File: src/rtl/serial_wide_adder_ctrl.sv
// rtl/serial_wide_adder_ctrl.sv - byte-serial wide add/subtract sequencer around one 8-bit adder
//
// serial_wide_adder_ctrl
//   Performs a W = 8*NBYTES bit add or subtract by feeding one byte slice per
//   clock through a single adder_8bits, LSB first, with the carry registered
//   between slices. Operands are captured when a start is accepted; a one-cycle
//   done pulse marks a coherent result, which is then held until overwritten.
//
//   Ports
//     clk     in   1  clock, rising edge
//     rst     in   1  synchronous active-high reset
//     start   in   1  operation request, accepted in IDLE or DONE only
//     sub     in   1  0: a+b+cin, 1: a-b (cin ignored)
//     cin     in   1  carry-in for add mode
//     a, b    in   W  operands, captured on accepted start
//     result  out  W  sum/difference, one byte written per RUN cycle
//     cout    out  1  final carry out (sub mode: 1 = no borrow)
//     ovf     out  1  signed overflow of the W-bit operation
//     busy    out  1  high while in RUN
//     done    out  1  one-cycle pulse, result/cout/ovf valid
//
// adder_8bits
//   Plain 8-bit ripple adder slice: {Cout,S} = A + B + Cin.

module adder_8bits (
    input  logic [7:0] A,
    input  logic [7:0] B,
    input  logic       Cin,
    output logic [7:0] S,
    output logic       Cout
);

    assign {Cout, S} = {1'b0, A} + {1'b0, B} + {8'b0, Cin};

endmodule

module serial_wide_adder_ctrl #(
    parameter int NBYTES = 4
) (
    input  logic                clk,
    input  logic                rst,
    input  logic                start,
    input  logic                sub,
    input  logic                cin,
    input  logic [8*NBYTES-1:0] a,
    input  logic [8*NBYTES-1:0] b,
    output logic [8*NBYTES-1:0] result,
    output logic                cout,
    output logic                ovf,
    output logic                busy,
    output logic                done
);

    localparam int              IW   = $clog2(NBYTES);
    localparam logic [IW-1:0]   LAST = IW'(NBYTES - 1);

    typedef enum logic [1:0] {
        IDLE = 2'd0,
        RUN  = 2'd1,
        DONE = 2'd2
    } state_t;

    state_t                   state;
    state_t                   state_nx;

    // Operands and result are kept as byte arrays so the slice select is a
    // plain index by idx.
    logic [NBYTES-1:0][7:0]   opa;
    logic [NBYTES-1:0][7:0]   opb;
    logic [NBYTES-1:0][7:0]   res_q;
    logic                     carry;
    logic [IW-1:0]            idx;
    logic                     cout_q;
    logic                     ovf_q;

    logic [7:0]               slice_s;
    logic                     slice_co;
    logic                     accept;
    logic                     last_slice;

    assign accept     = start && ((state == IDLE) || (state == DONE));
    assign last_slice = (idx == LAST);

    adder_8bits u_adder (
        .A    (opa[idx]),
        .B    (opb[idx]),
        .Cin  (carry),
        .S    (slice_s),
        .Cout (slice_co)
    );

    // State register
    always_ff @(posedge clk) begin
        if (rst) begin
            state <= IDLE;
        end else begin
            state <= state_nx;
        end
    end

    // Next-state logic
    always_comb begin
        state_nx = state;
        case (state)
            IDLE:    state_nx = accept ? RUN : IDLE;
            RUN:     state_nx = last_slice ? DONE : RUN;
            DONE:    state_nx = accept ? RUN : IDLE;
            default: state_nx = IDLE;
        endcase
    end

    // Status outputs decoded from state
    always_comb begin
        busy = 1'b0;
        done = 1'b0;
        case (state)
            RUN:     busy = 1'b1;
            DONE:    done = 1'b1;
            default: begin
                busy = 1'b0;
                done = 1'b0;
            end
        endcase
    end

    // Datapath. Subtraction is a + ~b + 1, so b is inverted at capture and the
    // carry register is preset to 1. idx parks on the last slice rather than
    // wrapping; it is reloaded on the next accepted start.
    always_ff @(posedge clk) begin
        if (rst) begin
            opa    <= '0;
            opb    <= '0;
            res_q  <= '0;
            carry  <= 1'b0;
            idx    <= '0;
            cout_q <= 1'b0;
            ovf_q  <= 1'b0;
        end else if (accept) begin
            opa   <= a;
            opb   <= sub ? ~b : b;
            carry <= sub | cin;
            idx   <= '0;
        end else if (state == RUN) begin
            res_q[idx] <= slice_s;
            carry      <= slice_co;
            if (last_slice) begin
                cout_q <= slice_co;
                // Overflow: both adder inputs share a sign and the sum's sign differs.
                ovf_q  <= (opa[NBYTES-1][7] == opb[NBYTES-1][7]) &&
                          (slice_s[7] != opa[NBYTES-1][7]);
            end else begin
                idx <= idx + IW'(1);
            end
        end
    end

    assign result = res_q;
    assign cout   = cout_q;
    assign ovf    = ovf_q;

endmodule

File: config.mk
export PLATFORM = sky130hd
export DESIGN_NAME = serial_wide_adder_ctrl
export DESIGN_NICKNAME = d
export VERILOG_FILES = /design/src/rtl/serial_wide_adder_ctrl.sv
export SDC_FILE = /design/constraint.sdc
export NUM_CORES = 1
export LEC_CHECK = 0
export CORE_ASPECT_RATIO = 1.5
export CORE_UTILIZATION = 40
export CTS_BUF_LIST = sky130_fd_sc_hd__clkbuf_2 sky130_fd_sc_hd__clkbuf_4 sky130_fd_sc_hd__clkbuf_8
export DETAILED_ROUTE_END_ITERATION = 8
export PLACE_DENSITY = 0.76
export SLEW_MARGIN = 20
export SYNTH_ARGS = -nofsm -noshare
export SYNTH_HDL_FRONTEND = slang
export SYNTH_SLANG_ARGS = --single-unit
File: constraint.sdc
create_clock -name clk -period 6.7 [get_ports clk]
set_clock_uncertainty 0.15 [all_clocks]
set_input_delay 0.67 -clock clk [delete_from_list [all_inputs] [get_ports clk]]
set_output_delay 0.67 -clock clk [all_outputs]
set_load 0.01 [all_outputs]
Word-level counts from Yosys, hierarchy flattened. Index checks and enable logic that the tools add are counted.

Flip-flop bits (word level): 103. Bits of input ports: 69. Output and inout port bits: 36.

$add $sub $neg: 3. Order comparisons: 2. Eq/ne operators: 5. Multiplexer cells: 15. Bitwise operators: 4. Reductions and logical operators: 11.

Operators with widths (count): binary-select mux 8 bit (select 2 bit) (2); bitwise mux 32 bit (1); two-way mux 32 bit (1); inverter 32 bit (1); two-way mux 8 bit (3); demux 8 bit (select 2 bit) (1); adder 8 x 8 -> 9 bit (1); adder 9 x 1 -> 9 bit (1); two-way mux 1 bit (5); equality test 2 bit (second input constant) (2); one-hot mux 2 bit (2 select lines) (1); AND reduction 2 bit (2); OR reduction 2 bit (2); logical AND 1 bit (3); less-than comparator 2 x 3 -> 1 bit (second input constant) (1); AND reduction 3 bit (1); adder 2 x 1 -> 2 bit (second input constant) (1); equality test 2 x 1 -> 1 bit (second input constant) (1); >= comparator 2 x 1 -> 1 bit (second input constant) (1); zero test 2 bit (1); two-way mux 2 bit (1); inverter 1 bit (2); nonzero test 2 bit (1); equality test 1 bit (1); other kinds (3) (3).

Logic depth before layout (Yosys ltp).
Word-level depth: 6. Gate-level depth with buffers: 9.

Cells and area by module. A second synthesis with hierarchy kept.

Cells, all modules: 520. Area total of the unflattened synthesis: 4912.2 um2.

By module, submodules not included: serial_wide_adder_ctrl (times used 1, cells an instance 479, area each 4565.6 um2, sequential area each 2062.0 um2); adder_8bits (times used 1, cells an instance 41, area each 346.6 um2, sequential area each 0.0 um2).

Least setup slack after synthesis. No wires, ideal clock.

Path type: register -> register. Start point: register idx[0]. End point: register carry. Arrival time: 2785 ps. Slack: 3630 ps. Stages on the path, launching flop included: 9. Buffers on the path: 1. Clock period less this slack: 3070 ps. Cells stage by stage: dfxtp_1 buf_2 mux4_2 fa_1 fa_1 a211oi_1 o21bai_1 a41oi_1 a211oi_1.

Longest elaborated chain between the ends: 6. Elaborated cells on any way between the ends: 8.

RTL lines: start: declaration (line 72) `logic [IW-1:0] idx;`; start signal: assignment (line 152) `idx <= idx + IW'(1);`; binary-select mux 8 bit (select 2 bit) (on tied branches) (line 85, 86); two-way mux 8 bit (on tied branches) (line 85, 86); adder 8 x 8 -> 9 bit * (line 33) `assign {Cout, S} = {1'b0, A} + {1'b0, B} + {8'b0, Cin};`; adder 9 x 1 -> 9 bit * (line 33); two-way mux 1 bit * (line 143) `end else if (state == RUN) begin`; two-way mux 1 bit * (line 138) `end else if (accept) begin`; end signal: assignment (line 141) `carry <= sub | cin;`; end signal: assignment (line 145) `carry <= slice_co;`; end: declaration (line 71) `logic carry;`.

Every way passes the cells marked *; elsewhere a longest branch is shown, timed or not. The select of a mux whose other input is x is not followed. A chain may end at the register's enable or synchronous reset.

Worst setup path after layout.
Start point: register idx[0]. End point: register res_q (netlist bit result[30]).

Longest elaborated chain between the ends: 5. Elaborated cells on any way between the ends: 12.

RTL lines: binary-select mux 8 bit (select 2 bit) (tied with other cells) (line 85) `.A (opa[idx]),`; two-way mux 8 bit (not written as such) (tied with other cells) (line 85); adder 8 x 8 -> 9 bit or two-way mux 8 bit (tied branches) (line 33, 144); adder 9 x 1 -> 9 bit or demux 8 bit (select 2 bit) (tied branches) (line 33, 144); bitwise mux 32 bit * (line 144) `res_q[idx] <= slice_s;`; end signal: indexed assignment (line 144); end: declaration (line 70) `logic [NBYTES-1:0][7:0] res_q;`.

Marked as above.

==> impl_metrics.py <==
metrics = {
    "layout": {
        "diodes": 0,
        "final_cell_area_um2": 5950,
        "drive_gt1_share_pct": 7.08,
        "utilization_pct": 53.6,
        "syn2layout_area_growth_pct": 28.9,
        "fin_nets": 684,
        "n_fill_cell": 997,
    },
    "yosys": {
        "syn_nets": 604,
        "synth_area_um2": 4620,
        "synth_top_area_share_pct": 44.6,
        "synth_flop_cell": "dfxtp_1",
        "synth_edf_count": 0,
        "ys_async_sr_fraction_pct": 0,
        "post-synth-top-count-cell": "nand2_1",
        "ys_seq_area_share_pct": 44.6,
        "syn_inst": 522,
        "ys_ff_latch": 103,
        "synth_common_cells": "nand2_1 (119), dfxtp_1 (103), a21oi_1 (61), nor2_1 (52), a211oi_1 (44)",
        "synth_area_leader_cell": "dfxtp_1",
        "synth_warnings": 0,
        "synth_cell_types": 35,
        "synthTopCellsByArea": "dfxtp_1 (45%), nand2_1 (9.7%), mux4_2 (7.8%), a211oi_1 (7.1%), xnor2_1 (6.8%)",
        "post_synth.cell_area_avg_um2": 8.85,
    },
    "floorplan": {
        "die_y_um": 134,
        "core-area_um2": 11100,
        "die_width_um": 89.8,
        "ios": 105,
        "start_util_pct": 41.6,
        "fp.dieArea_um2": 12000,
        "row_count": 47,
    },
    "clocking": {
        "cts_tree": "done",
        "clock_path_buffers": 2,
        "ctsHoldBuffers": 0,
        "cts_sinks": 103,
        "post_cts_resized": 0,
        "clk_pin_slew_worst_paths_ps": 90,
        "post_cts_buffers": 0,
        "htree_num_levels": 3,
        "cts_made_buffers": 9,
        "clkLatencyLatePin_ps": 370,
        "cts_root_buffer": "clkbuf_8",
    },
    "timing": {
        "grt_setup_unrepaired": "no",
        "slew_viol_final": 0,
        "relSlewSlack_pct": 33.0,
        "fmax_mhz": 281,
        "worst_pin_slew_ps": 1010,
        "period_share_pct": 53.1,
        "hold_viol_final": 0,
        "setup_tns_ps": 0,
        "fin_crit_ps": 3560,
        "setup_viol": 0,
    },
    "outcome": {
        "outcome": "completed",
    },
    "pwr": {
        "power_density_nw_per_um2": 231,
        "ir_worst_vdd_mv": 0.108,
        "power_leakage_nw": 2.08,
    },
    "grt": {
        "grt_pass1_vias": 3831,
        "grt_max_degree": 104,
        "antenna_found_initial": 0,
        "grt_first_pass_wirelength_um": 17800,
        "grt-ovfl-total": 0,
        "grt_use_total_pct": 18.7,
    },
    "critical_path": {
        "cp_data_required_time_ps": 6770,
        "slowest_stage": "dfxtp_1",
        "cp_cell_sequence": "mux4_2 -> fa_1 -> fa_1 -> a211oi_1 -> or4b_1 -> nand4_1 -> nand2_1 -> a21oi_1",
        "cp.arrival_ps": 3630,
        "crit_top_cell": "fa_1",
        "endpoint_kind": "flop",
        "slowest_delay_ps": 710,
        "cpLargestDelayFamily": "adder cells",
        "crit_type": "reg2reg",
        "path_buf_inv": 0,
        "start_kind": "flop",
        "worst-path-max-fanout": 10,
    },
    "routing": {
        "route.detailed.wl_per_inst_um": 14.3,
        "drc": 0,
        "ant_nets": 0,
        "via_per_inst": 5.11,
        "drt_iter0_drc": 153,
        "vias": 3851,
        "totalWireLength_um": 10800,
        "dr.pass1.iters": 4,
    },
    "placement": {
        "portBuffers": 104,
        "dp_hpwl_um": 8140,
        "placed_area_um2": 5710,
        "globalplace.congestion": 0.891,
    },
    "run": {
        "drv_cap": 0,
    },
    "worst_hold_path": {
        "min_path_type": "reg2reg",
    },
}
-- cell usage in the layout, fill, tap and decap left out, types with 2 or more instances in the layout --
master,count
o21bai_1,3
ha_1,11
clkbuf_8,12
bufinv_16,2
mux4_2,16
clkdlybuf4s50_1,102
buf_4,4
nand2_1,119
xnor2_1,36
and2_1,3
fa_1,2
o21ai_0,3
a211oi_1,44
inv_1,3
dfxtp_1,103
a21oi_1,61
nor2b_1,3
nand2b_1,2
nor3_1,4
buf_2,2
nor2_1,52
o211ai_1,2
-- metrics by stage --
| step | power (W) | hold slack [ps] | instances | setup WS, ps |
|---|---|---|---|---|
| 2_1_floorplan | 0.000841 | 283 | 522 | 3630 |
| 3_3_place_gp | 0.000934 | 293 | 738 | 3330 |
| 3_5_place_dp | 0.000942 | 294 | 738 | 3160 |
| 4_1_cts | 0.00138 | 307 | 754 | 3130 |
| 5_1_grt | 0.00144 | 328 | 754 | 2900 |
| 6_report | 0.00138 | 308 | 754 | 3140 |
-- final cells by class --
class | instances | area [µm²] | area share [%]
clock inverters | 4 | 76.3 | 1.28
clock buffers | 12 | 165 | 2.77
multi-input cells | 377 | 2390 | 40.2
flip-flops and latches | 103 | 2060 | 34.6
well taps | 147 | 184 | 3.09
inverters | 3 | 11.3 | 0.189
repair buffers | 108 | 1060 | 17.8
-- path summary, 6_finish.rpt --
check,endpoint,depth (start not counted),slack [ps],from
worst max-delay path,result[30]$_SDFFE_PP0P_,8,3140,idx[0]$_SDFFE_PP0P_
worst min-delay path,opa[11]$_SDFFE_PP0P_,2,310,opa[11]$_SDFFE_PP0P_
worst max register to register,result[30]$_SDFFE_PP0P_,8,3140,idx[0]$_SDFFE_PP0P_
worst min register to register,opa[11]$_SDFFE_PP0P_,2,310,opa[11]$_SDFFE_PP0P_
-- worst register-to-register path: stages (launching register included) --
cell and delay, ps:
dfxtp_1 710, mux4_2 600, fa_1 470, fa_1 460, a211oi_1 440, or4b_1 200, nand4_1 190, nand2_1 110
a21oi_1 80
-- power breakdown --
part	total, W	internal (W)	switching [W]
registers	0.000673	0.000649	0.0000244
clock network	0.000450	0.000242	0.000209
logic	0.000254	0.000123	0.000131
-- routing by layer --
layer | GRT usage (%) | part of all wire [%] | vias to the layer above
li1 | - | - | 1947
met1 | 20.7 | 40 | 1786
met2 | 34.1 | 53 | 94
met3 | 3.03 | 3.6 | 24
met4 | 10.1 | 3.8 | 0
met5 | 0 | 0 | -
-- cells by family after synthesis --
logic type                 count (synthesis)  share of synthesized area [%]
and+or+nand+nor                          192                           16.9
adders and majority gates                 13                           3.85
AOI/OAI and AO/OA                        118                           15.9
buffers and inverters                     42                           3.71
muxes                                     17                           8.02
DFF                                      103                           44.6
xor gates and xnor gates                  37                           7.01
-- registers in the layout (all words and copies together) (netlist names) --
name,cells
ovf,1
result,32
carry,1
opb,32
opa,32
cout,1
idx,2
state,2
Power figures use the tool's default switching activity.
==> RTL change 1: new RTL, same flow settings <==
`NBYTES`: 4 -> 2.
--- a/src/rtl/serial_wide_adder_ctrl.sv
+++ b/src/rtl/serial_wide_adder_ctrl.sv
@@ -35,7 +35,7 @@
 endmodule
 
 module serial_wide_adder_ctrl #(
-    parameter int NBYTES = 4
+    parameter int NBYTES = 2
 ) (
     input  logic                clk,
     input  logic                rst,
Ports: changed (resized a, b and result); port bits go from 105 to 57. The function was not compared with the original's and may differ.
==> RTL change 1 against the original RTL <==
- wire length decreased by 51%
- power down 50%
- sequential cell count fell by 49
- setup slack improved by 0.17 ns
- design area decreased by 46%
- sequential power is 47% lower
- area after synthesis fell by 45%
- highest routed layer unchanged
==> RTL change 1: results <==
{
  "run_status": "complete, no violations",
  "syn-num-nets": 340,
  "timing.rr.start": "idx",
  "leakage_uw": 0.00119,
  "track_usage_pct": 17.5,
  "yosysWarnings": 0,
  "hold_path.class": "flop to flop",
  "hold_ws_ns": 0.307,
  "post-place-cells": 407,
  "rr_worst_depth": 8,
  "dp_hpwl_um": 4080,
  "grt_pass1_vias": 2010,
  "worstHoldPathCells": 2,
  "hold_path_startpoint": "result[3]",
  "drive_gt1_share_pct": 9.12,
  "grt_pass1_wl_um": 8940,
  "fin_nets": 386,
  "clk_pin_slew_ns": 0.09,
  "clk_latency_ns": 0.29,
  "synth_cell_types": 31,
  "grt_max_degree": 55,
  "clk_path_buf_depth": 2,
  "post_cts_buffers": 0,
  "yosys-top-cells-area": "dfxtp_1 43%, nand2_1 9.5%, mux2_2 7.1%",
  "min_to": "result[3]",
  "drt_pre_antenna_iters": 4,
  "cts_buffers": 5,
  "ys_seq_area_share_pct": 42.8,
  "gp_congestion": 0.839,
  "drt_iter0_drc": 110,
  "diodes": 0,
  "io_buffers": 56,
  "relSlewSlack_pct": 46.7,
  "arrival_ns": 3.47,
  "synthTopCellsByCount": "64 x nand2_1, 54 x dfxtp_1, 34 x a21oi_1",
  "cp_max_fo": 21,
  "syn_inst": 294,
  "cts-root-buf": "clkbuf_8",
  "routed_wl_um": 5320,
  "wl_per_cell_um": 12.8,
  "reg2reg_to": "result[6]",
  "peakVddDrop_v": 0.000105,
  "cts.htree.levels": 2,
  "r2r_setup_slack_ns": 3.32,
  "via_per_inst": 5.02
}
-- RTL change 1: worst max path at each step --
stage | slack, ns | start | endpoint
2_1_floorplan | 3.67 | idx | ovf
3_3_place_gp | 3.37 | idx | cout
3_5_place_dp | 3.31 | idx | cout
4_1_cts | 3.30 | idx | cout
5_1_grt | 3.12 | idx | result[6]
6_report | 3.32 | idx | result[6]
-- RTL change 1: cell families (layout without fill, tap and decap cells) --
group	Yosys count	count (layout)	synth area share [%]
buffers and inverters	20	66	3.17
DFF	54	54	42.8
and+or+nand+nor	105	105	17.3
adders and majority gates	9	9	5.05
xor gates and xnor gates	21	21	7.28
AOI/OAI and AO/OA	69	69	17.2
muxes	16	16	7.13
-- RTL change 1: critical path, cell delays in order, from the launching register on --
cell and delay [ns]:
dfxtp_1 0.85, mux2_2 0.43, fa_1 0.46, fa_1 0.42
a21o_1 0.21, a221oi_1 0.37, xnor2_1 0.20, nand2_1 0.09
a21oi_1 0.15
-- RTL change 1: cell type report --
cell class                 count  area, µm²
tap                           74       92.6
clock buffer                   6       76.3
multi-input combinational    220       1370
timing repair buffer          59        583
sequential                    54       1080
clock inverter                 1       7.51
fill                         614       2920
-- RTL change 1: per-layer routing --
metal | share of wire [%] | vias up | wire length [µm] | track usage, %
met3 | 2.3 | 5 | 120 | 2.75
met1 | 41 | 945 | 2160 | 19.9
met4 | 1.2 | 0 | 62 | 4.42
li1 | - | 1092 | - | -
met2 | 56 | 37 | 2980 | 32.9
met5 | 0 | - | 0 | 0
-- RTL change 1: power breakdown --
| group | total [µW] | internal, µW | leakage [µW] | switching [µW] |
|---|---|---|---|---|
| registers | 359 | 344 | 0.000443 | 15.4 |
| clock network | 173 | 75.9 | 0.0000407 | 97.1 |
| logic | 158 | 80.4 | 0.000709 | 77.7 |
| total | 690 | 500 | 0.00119 | 190 |
-- RTL change 1: through the flow --
step / area (µm²) / setup WS [ns] / utilization [%]
after floorplan: 2530 / 3.67 / -
final: 3210 / 3.32 / 52.3
after detailed placement: 3120 / 3.31 / 51.0
after CTS: 3210 / 3.30 / 52.3
after global placement: 3120 / 3.37 / 51.0
after global routing: 3210 / 3.12 / 52.3
==> RTL change 2: new RTL, config.mk and constraints unchanged <==
Without the edit above. Register the output `ovf` once more, cleared by the reset; this adds one clock of latency there. The other outputs are not delayed to match. Comments in the files are not updated.
--- a/src/rtl/serial_wide_adder_ctrl.sv
+++ b/src/rtl/serial_wide_adder_ctrl.sv
@@ -156,7 +156,13 @@
 
     assign result = res_q;
     assign cout   = cout_q;
-    assign ovf    = ovf_q;
+    always_ff @(posedge clk) begin
+        if (rst) begin
+            ovf <= '0;
+        end else begin
+            ovf <= ovf_q;
+        end
+    end
 
 endmodule
 
Function: changed (Yosys sat finds a counterexample within 10 cycles, from zero or initial values and one cycle with rst high).
==> RTL change 2 against the original RTL <==
- largest power group unchanged
- setup slack better by 0.071 ns
- sequential cell count is 1 higher
- power is 6.5% lower
- global-route usage hardly changed
- sequential share of layout area is 0.54 points higher
- hold slack hardly changed
- wire length is 0.34% higher
- synthesized cell count is 0.57% higher
- final cell count is 0.27% higher
- design area is 0.59% lower
- area after synthesis is 0.81% higher
- clock power is 21% lower
==> RTL change 2: results <==
{
  "via_per_inst": 5.12,
  "worst_pin_slew_ns": 1.02,
  "yosys.area.top_type_share_pct": 44.7,
  "cp_slowest_stage_delay_ns": 0.87,
  "r2r_setup_slack_ns": 3.21,
  "synth_cell_types": 36,
  "endpoint": "cout",
  "crit_family": "compound AO/OA/AOI/OAI gates",
  "finalCritPeriodShare_pct": 52.0,
  "dp_hpwl_um": 8150,
  "gp_congestion": 0.883,
  "grt_pass1_vias": 3823,
  "syn_inst": 525,
  "fillers": 1045,
  "routed_wl_um": 10800,
  "synthTopCellsByCount": "119 x nand2_1, 104 x dfxtp_1, 61 x a21oi_1",
  "instances_no_fill": 756,
  "peakVddDrop_v": 0.000126,
  "rr_worst_depth": 7,
  "startpoint": "idx[1]",
  "syn-num-nets": 607,
  "yosys-top-cells-area": "dfxtp_1 45%, nand2_1 9.6%, mux4_2 7.7%",
  "track_usage_pct": 18.7,
  "fin_nets": 686,
  "arrival_ns": 3.54,
  "drt_iter0_drc": 235,
  "drive_gt1_share_pct": 7.06,
  "grt_pass1_wl_um": 18100,
  "post_cts_resized": 0,
  "hold_ws_ns": 0.308,
  "post-place-cells": 740,
  "run_status": "complete, no violations",
  "p_sw_share_pct": 27.3,
  "ys_seq_area_share_pct": 44.7
}
-- RTL change 2: changes by cell type in the layout (fill, tap and decap cells not counted), sizes merged --
| cell | delta |
|---|---|
| bufinv | -2 |
| clkbuf | +1 |
| clkinv | +1 |
| dfxtp | +1 |
| nor2b | +1 |
-- RTL change 2: area by class of cell --
| class | instances | area, µm² | share of cell area [%] |
|---|---|---|---|
| Clock buffer | 13 | 160 | 2.71 |
| Timing Repair Buffer | 108 | 1060 | 18.0 |
| Sequential cell | 104 | 2080 | 35.2 |
| Multi-Input combinational cell | 378 | 2400 | 40.6 |
| Clock inverter | 3 | 17.5 | 0.296 |
| Tap cell | 147 | 184 | 3.11 |
| Inverter | 3 | 11.3 | 0.190 |
-- RTL change 2: how the worst min path moves through the flow --
stage / from / to / cells after the start
after detailed placement: opa[20] / opa[20] / 2
final: result[19] / result[19] / 2
after floorplan: opa[16] / opa[16] / 2
after global routing: opa[19] / opa[19] / 2
after global placement: opa[1] / opa[1] / 2
after CTS: opa[9] / opa[9] / 2
-- RTL change 2: routing by layer --
layer  track usage (%)  vias up  wire [µm]
li1                  -     1952          -
met1              21.3     1797       4420
met2              33.6       99       5670
met3              3.34       23        340
met4              9.23        0        398
met5                 0        -          0
-- RTL change 2: power groups by stage --
stage	sequential, µW	clock, µW	combinational (µW)
finish	676	355	256
detailed placement	691	0	257
global placement	690	0	250
floorplan	685	0	162
CTS	676	361	258
global route	681	390	283
-- RTL change 2: kinds of logic after synthesis --
group	after synthesis	share of synthesized area (%)
adder cells (fa/ha/maj)	13	3.81
XOR/XNOR	37	6.96
multiplexers	17	7.95
AO/OA/AOI/OAI	118	15.8
buffers and inverters	43	3.92
AND/OR/NAND/NOR	193	16.9
flip-flops	104	44.7
